## src/rtl/map_write_arbiter.sv

```systemverilog
// Map write arbiter: serialises tile moves from the pacman controller and two
// ghost controllers onto the single map RAM write port. Each granted move is
// an erase of the old tile followed by a draw of the sprite at the new tile,
// then a one-cycle done pulse back to the winning requester.
module map_write_arbiter #(
  parameter logic [3:0] BLANK_CODE = 4'd0,
  parameter int         NREQ       = 3
) (
  input  logic        CLOCK_50,
  input  logic        reset,
  input  logic [2:0]  req,
  input  logic [5:0]  curr_x0,
  input  logic [5:0]  curr_x1,
  input  logic [5:0]  curr_x2,
  input  logic [4:0]  curr_y0,
  input  logic [4:0]  curr_y1,
  input  logic [4:0]  curr_y2,
  input  logic [5:0]  next_x0,
  input  logic [5:0]  next_x1,
  input  logic [5:0]  next_x2,
  input  logic [4:0]  next_y0,
  input  logic [4:0]  next_y1,
  input  logic [4:0]  next_y2,
  input  logic [3:0]  sprite0,
  input  logic [3:0]  sprite1,
  input  logic [3:0]  sprite2,
  input  logic        video_busy,
  output logic        wr_en,
  output logic [10:0] wr_addr,
  output logic [3:0]  wr_data,
  output logic [2:0]  done,
  output logic        busy
);

  typedef enum logic [1:0] {
    IDLE  = 2'd0,
    ERASE = 2'd1,
    DRAW  = 2'd2,
    ACK   = 2'd3
  } state_t;

  state_t      state_q, state_d;
  logic [1:0]  last_q, last_d;   // last granted requester
  logic [1:0]  gnt_q, gnt_d;     // requester owning the operation in flight
  logic [5:0]  cx_q, cx_d;
  logic [4:0]  cy_q, cy_d;
  logic [5:0]  nx_q, nx_d;
  logic [4:0]  ny_q, ny_d;
  logic [3:0]  spr_q, spr_d;

  logic [2:0]  pick;             // {found, index}
  logic [5:0]  sel_cx;
  logic [4:0]  sel_cy;
  logic [5:0]  sel_nx;
  logic [4:0]  sel_ny;
  logic [3:0]  sel_spr;

  // Round-robin search: start one past the last winner, wrap after the
  // highest index, and take the first requester found asserting req.
  function automatic logic [2:0] rr_pick(input logic [2:0] r,
                                         input logic [1:0] last);
    logic [2:0] res;
    logic [1:0] cand;
    res  = 3'b000;
    cand = last;
    for (int k = 0; k < NREQ; k++) begin
      cand = (cand == 2'd2) ? 2'd0 : cand + 2'd1;
      if (!res[2] && r[cand]) begin
        res = {1'b1, cand};
      end
    end
    return res;
  endfunction

  // Round-robin candidate and its move parameters, ready to latch on grant.
  always_comb begin
    pick    = rr_pick(req, last_q);
    sel_cx  = curr_x0;
    sel_cy  = curr_y0;
    sel_nx  = next_x0;
    sel_ny  = next_y0;
    sel_spr = sprite0;
    case (pick[1:0])
      2'd1: begin
        sel_cx  = curr_x1;
        sel_cy  = curr_y1;
        sel_nx  = next_x1;
        sel_ny  = next_y1;
        sel_spr = sprite1;
      end
      2'd2: begin
        sel_cx  = curr_x2;
        sel_cy  = curr_y2;
        sel_nx  = next_x2;
        sel_ny  = next_y2;
        sel_spr = sprite2;
      end
      default: begin
        sel_cx  = curr_x0;
        sel_cy  = curr_y0;
        sel_nx  = next_x0;
        sel_ny  = next_y0;
        sel_spr = sprite0;
      end
    endcase
  end

  // Next-state and Moore outputs. Move parameters are captured only at grant,
  // so requester inputs are free to change once ERASE has started.
  always_comb begin
    state_d = state_q;
    last_d  = last_q;
    gnt_d   = gnt_q;
    cx_d    = cx_q;
    cy_d    = cy_q;
    nx_d    = nx_q;
    ny_d    = ny_q;
    spr_d   = spr_q;
    wr_en   = 1'b0;
    wr_addr = 11'd0;
    wr_data = 4'd0;
    done    = 3'b000;
    busy    = (state_q != IDLE);

    case (state_q)
      IDLE: begin
        // video_busy only holds off new grants; it never stalls a move.
        if (!video_busy && pick[2]) begin
          state_d = ERASE;
          gnt_d   = pick[1:0];
          last_d  = pick[1:0];
          cx_d    = sel_cx;
          cy_d    = sel_cy;
          nx_d    = sel_nx;
          ny_d    = sel_ny;
          spr_d   = sel_spr;
        end
      end
      ERASE: begin
        wr_en   = 1'b1;
        wr_addr = {cy_q, cx_q};
        wr_data = BLANK_CODE;
        state_d = DRAW;
      end
      DRAW: begin
        // Always after the erase, so a blocked move (curr == next) ends
        // with the sprite on the tile.
        wr_en   = 1'b1;
        wr_addr = {ny_q, nx_q};
        wr_data = spr_q;
        state_d = ACK;
      end
      ACK: begin
        done    = 3'b001 << gnt_q;
        state_d = IDLE;
      end
      default: begin
        state_d = IDLE;
      end
    endcase
  end

  // State and latched-move registers; reset aborts any move in flight.
  always_ff @(posedge CLOCK_50) begin
    if (reset) begin
      state_q <= IDLE;
      last_q  <= 2'd2;
      gnt_q   <= 2'd0;
      cx_q    <= 6'd0;
      cy_q    <= 5'd0;
      nx_q    <= 6'd0;
      ny_q    <= 5'd0;
      spr_q   <= 4'd0;
    end else begin
      state_q <= state_d;
      last_q  <= last_d;
      gnt_q   <= gnt_d;
      cx_q    <= cx_d;
      cy_q    <= cy_d;
      nx_q    <= nx_d;
      ny_q    <= ny_d;
      spr_q   <= spr_d;
    end
  end

endmodule

```

## config.mk

```make
export PLATFORM = sky130hd
export DESIGN_NAME = map_write_arbiter
export DESIGN_NICKNAME = d
export VERILOG_FILES = /design/src/rtl/map_write_arbiter.sv
export SDC_FILE = /design/constraint.sdc
export NUM_CORES = 1
export LEC_CHECK = 0
export ABC_AREA = 1
export ABC_CLOCK_PERIOD_IN_PS = 3060
export CAP_MARGIN = 20
export CORE_MARGIN = 2
export CORE_UTILIZATION = 44
export CTS_CLUSTER_SIZE = 12
export DETAILED_ROUTE_END_ITERATION = 7
export PLACE_DENSITY = 0.93
export SLEW_MARGIN = 20
export SYNTH_ARGS = -nofsm -noshare
export SYNTH_HDL_FRONTEND = slang
export SYNTH_SLANG_ARGS = --single-unit
```

## constraint.sdc

```tcl
create_clock -name CLOCK_50 -period 3.06 [get_ports CLOCK_50]
set_input_delay 0.306 -clock CLOCK_50 [delete_from_list [all_inputs] [get_ports CLOCK_50]]
set_output_delay 0.306 -clock CLOCK_50 [all_outputs]
set_load 0.05 [all_outputs]
```

# == Word level (Yosys, flattened, before mapping) ==
# Index checks and enable logic that the tools add are counted.
# W data, S select, Z words.
# word_totals
ff_bits,32
input_bits,84
output_inout_bits,20
word_cells,57
# classes
reduce_logical,10
n_shift,1
add_sub_neg,3
mux,23
eq_ne,9
n_lt_le_gt_ge,3
# ops
op,count
$pmux W6 S2,2
$pmux W11 S2,1
$pmux W5 S2,2
$eq A2 B2 Y1 const B,6
$mux W3,4
$lt A2 B3 Y1 const B,3
$mux W2,4
$pmux W2 S4,1
$pmux W4 S2,1
$add A2 B1 Y2 const B,3
$bmux W1 S2,3
$eq A2 B1 Y1 const B,2
$mux W1,4
$mux W4,1
$logic_and A1 B1 Y1,3
$logic_not A1 Y1,3
$shl A1 B2 Y3 const A,1
$logic_not A2 Y1,1
$ne A2 B2 Y1 const B,1
$reduce_and A2 Y1,1
$reduce_bool A2 Y1,1
$reduce_or A2 Y1,1

# == Depth between registers and ports, before layout ==
# Gate-level depths: netlist of run 1.
# depth
ltp_word,14
ltp_mapped,19
mapped_depth_nobuf,16

# == Worst setup path after synthesis of run 1 ==
# Ideal clock, no wire load.
# synth_path
path_kind,register -> output
start,register state_q[0]
end,output port wr_addr[0]
t_arrival_ns,2.096
setup_slack_ns,0.658
stages_incl_launch_ff,6
n_path_buf,1
t_required_ns,2.754
cell_sequence,dfxtp_1 inv_1 ha_1 inv_1 clkbuf_1 a21oi_1
# synth_between
elab_chain_len,2
word_cells_on_any_way,3
cone_classes,eq/ne: 2; mux: 1
# synth_lines
item,line,source
from (decl),42,"state_t state_q, state_d;"
from (signal assigned),175,state_q <= state_d;
$eq A2 B2 Y1 or $eq A2 B1 Y1 (tied branches),125,case (state_q)
$pmux W11 S2 (*),125,
to (decl),29,"output logic [10:0] wr_addr,"
# Every way passes the cells marked *; elsewhere a longest branch is shown, timed or not.

# == Final worst setup path of run 1 ==
# layout_path
start,register state_q[0]
end,output port wr_addr[4]
# The elaborated chain is that of the path after synthesis.

==> results of run 1 <==
==> tightest hold or removal path, stage by stage, from the launching register on <==
cell and delay [ns]:
dfxtp_1 0.31, inv_1 0.05, nand2_1 0.04, inv_1 0.04, nor2_1 0.04
==> layer usage <==
layer | global-route usage (%) | part of all wire (%) | wire length, µm | vias up
met5 | 0 | 0 | 0 | -
met4 | 7.458 | 1.2 | 88 | 0
met3 | 5.618 | 6.0 | 438 | 12
met2 | 40.33 | 50 | 3650 | 108
met1 | 26.04 | 43 | 3120 | 1257
li1 | - | - | - | 1471
==> synth_stat cells (all sizes together) <==
master / count
o21ai: 3
inv: 74
clkbuf: 15
buf: 7
a21oi: 64
nand3b: 1
nand4: 1
ha: 7
nand2: 181
nor3: 2
dlygate4sd1: 2
nand3: 9
or2: 1
nor2: 37
dfxtp: 31
==> power groups by stage <==
stage / registers [mW] / logic (mW) / clock network (mW)
finish: 0.650 / 1.96 / 0.425
global route: 0.669 / 2.17 / 0.444
global placement: 0.644 / 1.90 / 0
detailed placement: 0.651 / 1.95 / 0
floorplan: 0.615 / 1.54 / 0
CTS: 0.646 / 1.97 / 0.422
==> cell usage in the layout (no fill, tap or decap), types with 3 or more instances in the layout <==
cell and n:
clkbuf_8 6, clkdlybuf4s50_1 103, dfxtp_1 31, nor2_1 15, a21oi_1 63, o21ai_0 3, nand3_1 3, nand3_2 5
inv_1 72, nand2_2 20, ha_1 6, nor2_2 19, nand2_1 159
==> area by class of cell <==
class / count / area, µm²
flip-flops and latches: 31 / 620.6
clock buffers: 6 / 82.58
fillers: 522 / 1913
inverters: 74 / 277.8
well taps: 72 / 90.09
multi-input cells: 306 / 1504
clock inverters: 2 / 35.03
repair buffers: 104 / 1051
==> logic make-up (layout without fill, tap and decap cells) <==
kind of cell | count (synthesis) | count (layout) | synth area share (%)
AO/OA/AOI/OAI | 67 | 67 | 13.25
adder cells (fa/ha/maj) | 7 | 7 | 3.421
buffers and inverters | 98 | 186 | 17.11
flip-flops | 31 | 31 | 24.24
AND/OR/NAND/NOR | 232 | 232 | 41.98
==> worst paths after layout <==
check	startpoint	endpoint	slack [ns]	depth (start not counted)
max	state_q[0]	wr_addr[4]	0.22	5
min	cx_q[0]	cx_q[0]	0.52	4
max reg2reg	last_q[0]	cx_q[0]	0.29	13
min reg2reg	cx_q[0]	cx_q[0]	0.52	4
==> stage by stage <==
stage | instances | cell area [µm²]
3_5_place_dp | 587 | 3541
4_1_cts | 595 | 3659
3_3_place_gp | 587 | 3541
2_1_floorplan | 435 | 2560
5_1_grt | 595 | 3661
6_report | 595 | 3661
==> state kept, by name (all words and copies together), names as in the netlist <==
name,cells
cy_q,5
nx_q,6
last_q,2
state_q,2
cx_q,6
ny_q,5
gnt_q,1
spr_q,4
==> what timing repair did <==
action,CTS,global route
setup endpoints to repair,0,3
gates resized for setup,0,1
hold buffers,0,0
hold endpoints to repair,0,0
==> summary.txt, run 1 <==
Run status
  – Status: complete, no violations

STA
  – Final WS setup: 0.2212 ns
  – Period utilisation layout: 92.77%
  – RSZ-0062 raised after global routing: no
  – Peak Freq: 352.3 MHz
  – Final Slew Violations: 0
  – Slew headroom: 36.98%
  – Setup TNS: 0 ns
  – Hold Vio Cnt, Final: 0
  – Hold slack: 0.5190 ns
  – Skew final: 0.004124 ns
  – Final worst path period need: 2.839 ns
  – Slew @ Worst Pin: 0.9453 ns
  – Final setup vio count: 0

Worst setup path
  – Crit start category: flop
  – CP arrival: 2.53 ns
  – Worst path bufs/invs: 2
  – Slowest library cell on the worst path: clkdlybuf4s50_1
  – Crit Path Max Fanout: 16
  – Crit. End Element: primary output
  – Kind of critical path: flop to primary output
  – CP top delay family: buffers and inverters
  – Worst-path cell chain: inv_1 > ha_1 > nand2_1 > a21oi_1 > clkdlybuf4s50_1
  – Worst path max stage delay: 0.87 ns
  – Critical path required time: 2.75 ns

Detailed routing
  – Routed vias/inst: 4.787
  – WL per Instance: 12.27 µm
  – Router iterations before antenna repair: 4
  – Vias: 2848
  – Routed wire length: 7.298 mm
  – Drc violations: 0
  – Final ANT Viol Nets: 0
  – DRT iter0 DRCs: 252

Clock network
  – Clock buffer depth: 2
  – CTS tree: done
  – Post-CTS Setup Bufs: 0
  – CTS root buffer: clkbuf_8
  – Num CTS Buffers: 5
  – CTS sink cnt: 31
  – Reg clk slew, reported paths: 0.07 ns
  – Htree depth: 2
  – Later-pin clock latency in the skew report: 0.29 ns

Floorplanning
  – Die area: 6444 µm²
  – Core Rows: 27
  – Starting density of the core: 45.93%
  – Boundary pin count: 104
  – Die H: 80.28 µm
  – Die extent in x: 80.28 µm
  – Core Footprint: 5574 µm²

Power
  – Sequential Power Share: 21.4%
  – Combinational power share: 64.6%
  – Sw power: 1.553 mW
  – Internal: 1.485 mW
  – Clk pwr share: 14.0%
  – Design Power: 3.038 mW
  – Net Sw Frac: 51.12%
  – PwrDens: 829.9 nW/µm²
  – Worst VDD drop: 534.3 µV
  – Pleak: 1.650 nW

Global routing
  – Largest net degree at the start of global routing: 53
  – First-pass GRT wire length: 11.50 mm
  – GRT Util Overall: 22.55%
  – Initial antenna violation count: 0
  – Overflow left after global routing: 0
  – Vias in the first global route: 2693

Yosys
  – Yosys warns: 0
  – Syn_nets: 526
  – Sequential-to-total area share from yosys stat: 24.24%
  – Share of the synthesized area in the top cell type: 24.24%
  – Distinct cells, synth: 29
  – Synth area leader: dfxtp_1
  – Avg Inst Size Synth: 5.885 µm²
  – Cells after Synth: 435
  – #FFs+latches synth: 31
  – Mapped Area: 2560 µm²
  – Area contributors post-synth: dfxtp_1, nand2_1, a21oi_1

Final layout
  – Area Overhead vs Synth: 43.01%
  – Post-layout util: 65.68%
  – Nets: 613
  – Share of layout cells above drive strength 1: 12.24%
  – Total inserted antenna cells: 0

Place
  – Port bufs: 103
  – Place WS: 0.02420 ns
  – RD Place Congestion: 0.8022
  – Detail Placement HPWL: 5.234 mm

Job
  – Maxcap violations: 0

Worst hold path
  – Hold crit path type: flop to flop
(Power assumes the default switching activity.)
==> inputs of run 2 (changes only) <==
--- a/config.mk
+++ b/config.mk
@@ -7,12 +7,11 @@
 export LEC_CHECK = 0
 export ABC_AREA = 1
 export ABC_CLOCK_PERIOD_IN_PS = 3060
-export CAP_MARGIN = 20
 export CORE_MARGIN = 2
 export CORE_UTILIZATION = 44
 export CTS_CLUSTER_SIZE = 12
 export DETAILED_ROUTE_END_ITERATION = 7
-export PLACE_DENSITY = 0.93
+export PLACE_DENSITY = 0.82
 export SLEW_MARGIN = 20
 export SYNTH_ARGS = -nofsm -noshare
 export SYNTH_HDL_FRONTEND = slang
==> summary.txt, run 2 (same netlist as run 1, synthesis figures left out) <==
Clock network
  – Clock buffer depth: 2 (unchanged)
  – CTS root buffer: clkbuf_8
  – CTS Hold Bufs: 0 (unchanged)
  – CTS sink cnt: 31 (unchanged)
  – Later-pin clock latency in the skew report: 0.29 ns (about the same)
  – CTS tree: done
  – Htree depth: 2 (unchanged)
  – Reg clk slew, reported paths: 0.07 ns (about the same)
  – Post-CTS resize count: 0 (unchanged)
  – Num CTS Buffers: 5 (unchanged)
  – Post-CTS Setup Bufs: 0 (unchanged)

Detailed routing
  – Router iterations before antenna repair: 4 (unchanged)
  – WL per Instance: 11.21 µm (-8.6%)
  – Vias: 2771 (-2.7%)
  – Drc violations: 0 (unchanged)
  – DRT iter0 DRCs: 205 (-19%)
  – Final ANT Viol Nets: 0 (unchanged)
  – Routed wire length: 6.705 mm (-8.1%)
  – Routed vias/inst: 4.634 (-3.2%)

Power
  – Pleak: 1.640 nW (-0.60%)
  – PwrDens: 791.9 nW/µm² (-4.6%)
  – Worst VDD drop: 620.7 µV (+16%)

Final layout
  – Total inserted antenna cells: 0 (unchanged)
  – Post-Layout Cell Count: 598 (+0.50%)
  – Area Overhead vs Synth: 42.18%
  – Nets: 616 (+0.49%)
  – Share of layout cells above drive strength 1: 12.55% (+0.31 points)
  – Post-layout util: 65.30% (-0.38 points)
  – Top flop regs: cx_q (6), nx_q (6)
  – Most frequent cells in the layout: nand2_1, clkdlybuf4s50_1, inv_1, a21oi_1, dfxtp_1
  – Fillers: 517 (-0.96%)
  – Leading cell type in the layout, fill and taps excluded: nand2_1

Floorplanning
  – Die extent in x: 80.28 µm (unchanged)
  – Core Rows: 27 (unchanged)
  – Starting density of the core: 45.93% (unchanged)
  – Die H: 80.28 µm (unchanged)
  – Die area: 6444 µm² (unchanged)
  – Boundary pin count: 104 (unchanged)
  – Core Footprint: 5574 µm² (unchanged)

Worst setup path
  – Worst path max stage delay: 0.84 ns (-0.03 ns)
  – Worst-path cell chain: inv_1 > ha_1 > nand2_1 > a21oi_1 > clkdlybuf4s50_1
  – Crit start category: flop
  – Crit. End Element: primary output
  – Critical path required time: 2.75 ns (about the same)
  – CP arrival: 2.46 ns (-0.07 ns)
  – CP top delay family: buffers and inverters
  – Worst path bufs/invs: 2 (unchanged)
  – Crit Path Max Fanout: 16 (unchanged)
  – Slowest library cell on the worst path: clkdlybuf4s50_1
  – Kind of critical path: flop to primary output

STA
  – Hold Vio Cnt, Final: 0 (unchanged)
  – Final setup vio count: 0 (unchanged)
  – Setup TNS: 0 ns (unchanged)
  – Final Slew Violations: 0 (unchanged)
  – Peak Freq: 361.5 MHz (+2.6%)
  – Skew final: 0.009384 ns (+0.005260 ns)
  – Slew headroom: 36.31% (-0.66 points)
  – RSZ-0062 raised after global routing: no
  – Period utilisation layout: 90.39% (-2.4 points)
  – Final worst path period need: 2.766 ns (-0.07277 ns)
  – Slew @ Worst Pin: 0.9553 ns (+0.009961 ns)

Place
  – Dpl cells: 590 (+0.51%)
  – Detail Placement HPWL: 4.974 mm (-5.0%)
  – Port bufs: 103 (unchanged)
  – RD Place Congestion: 0.8322 (+3.7%)

Global routing
  – Overflow left after global routing: 0 (unchanged)
  – GRT Util Overall: 20.65% (-1.9 points)
  – Largest net degree at the start of global routing: 31 (-42%)
  – Initial antenna violation count: 0 (unchanged)
  – Vias in the first global route: 2425 (-10%)
  – First-pass GRT wire length: 10.49 mm (-8.8%)

Worst hold path
  – Hold crit path type: flop to flop

Job
  – Maxcap violations: 0 (unchanged)

Run status
  – Status: complete, no violations
-- run 2: cell types whose count changed in the layout (fill, tap and decap cells not counted), sizes merged --
| cell | previous run | this run |
|---|---|---|
| clkbuf | 6 | 5 |
| buf | 1 | 4 |
| clkinvlp | 0 | 2 |
| bufinv | 1 | 0 |
-- run 2: final timing paths --
kind	start	to	slack (ns)	depth (start not counted)
worst max-delay path	state_q[0]	wr_addr[5]	0.29	5
worst min-delay path	cy_q[3]	cy_q[3]	0.51	4
worst max register to register	last_q[0]	cx_q[2]	0.39	15
worst min register to register	cy_q[3]	cy_q[3]	0.51	4
-- run 2: power by group --
part / internal (mW) / total (mW) / switching [mW]
registers: 0.544 / 0.642 / 0.0978
clock network: 0.158 / 0.327 / 0.169
logic: 0.662 / 1.91 / 1.25
-- run 2: final cells by class --
cell class	instances	area (µm²)	share of cell area, %
clock buffers	5	68.82	1.891
inverters	74	277.8	7.631
repair buffers	107	1061	29.15
flip-flops and latches	31	620.6	17.05
clock inverters	3	20.02	0.5500
well taps	72	90.09	2.475
multi-input cells	306	1501	41.25
-- run 2: stage by stage --
| step | hold slack, ns | instance area [µm²] | power, mW | setup WS [ns] |
|---|---|---|---|---|
| 2_1_floorplan | 0.3684 | 2560 | 2.150 | 0.6583 |
| 3_3_place_gp | 0.4939 | 3551 | 2.524 | 0.2323 |
| 3_5_place_dp | 0.5047 | 3551 | 2.556 | 0.1046 |
| 4_1_cts | 0.5159 | 3640 | 2.894 | 0.2416 |
| 5_1_grt | 0.5450 | 3640 | 3.143 | 0.09394 |
| 6_report | 0.5137 | 3640 | 2.882 | 0.2940 |
-- run 2: per-layer routing --
| layer | GRT usage (%) | part of all wire, % | wire length (µm) | up-vias |
|---|---|---|---|---|
| li1 | - | - | - | 1474 |
| met1 | 24.83 | 44 | 2933 | 1193 |
| met2 | 36.50 | 48 | 3238 | 98 |
| met3 | 4.494 | 6.7 | 451 | 6 |
| met4 | 6.271 | 1.2 | 80 | 0 |
| met5 | 0 | 0 | 0 | - |
-- run 2: tightest hold or removal path, delay by kind of cell, from the launching register on --
| family | cells | cell delay, ns |
|---|---|---|
| and+or+nand+nor | 2 | 0.07 |
| buffers and inverters | 2 | 0.08 |
| DFF | 1 | 0.31 |
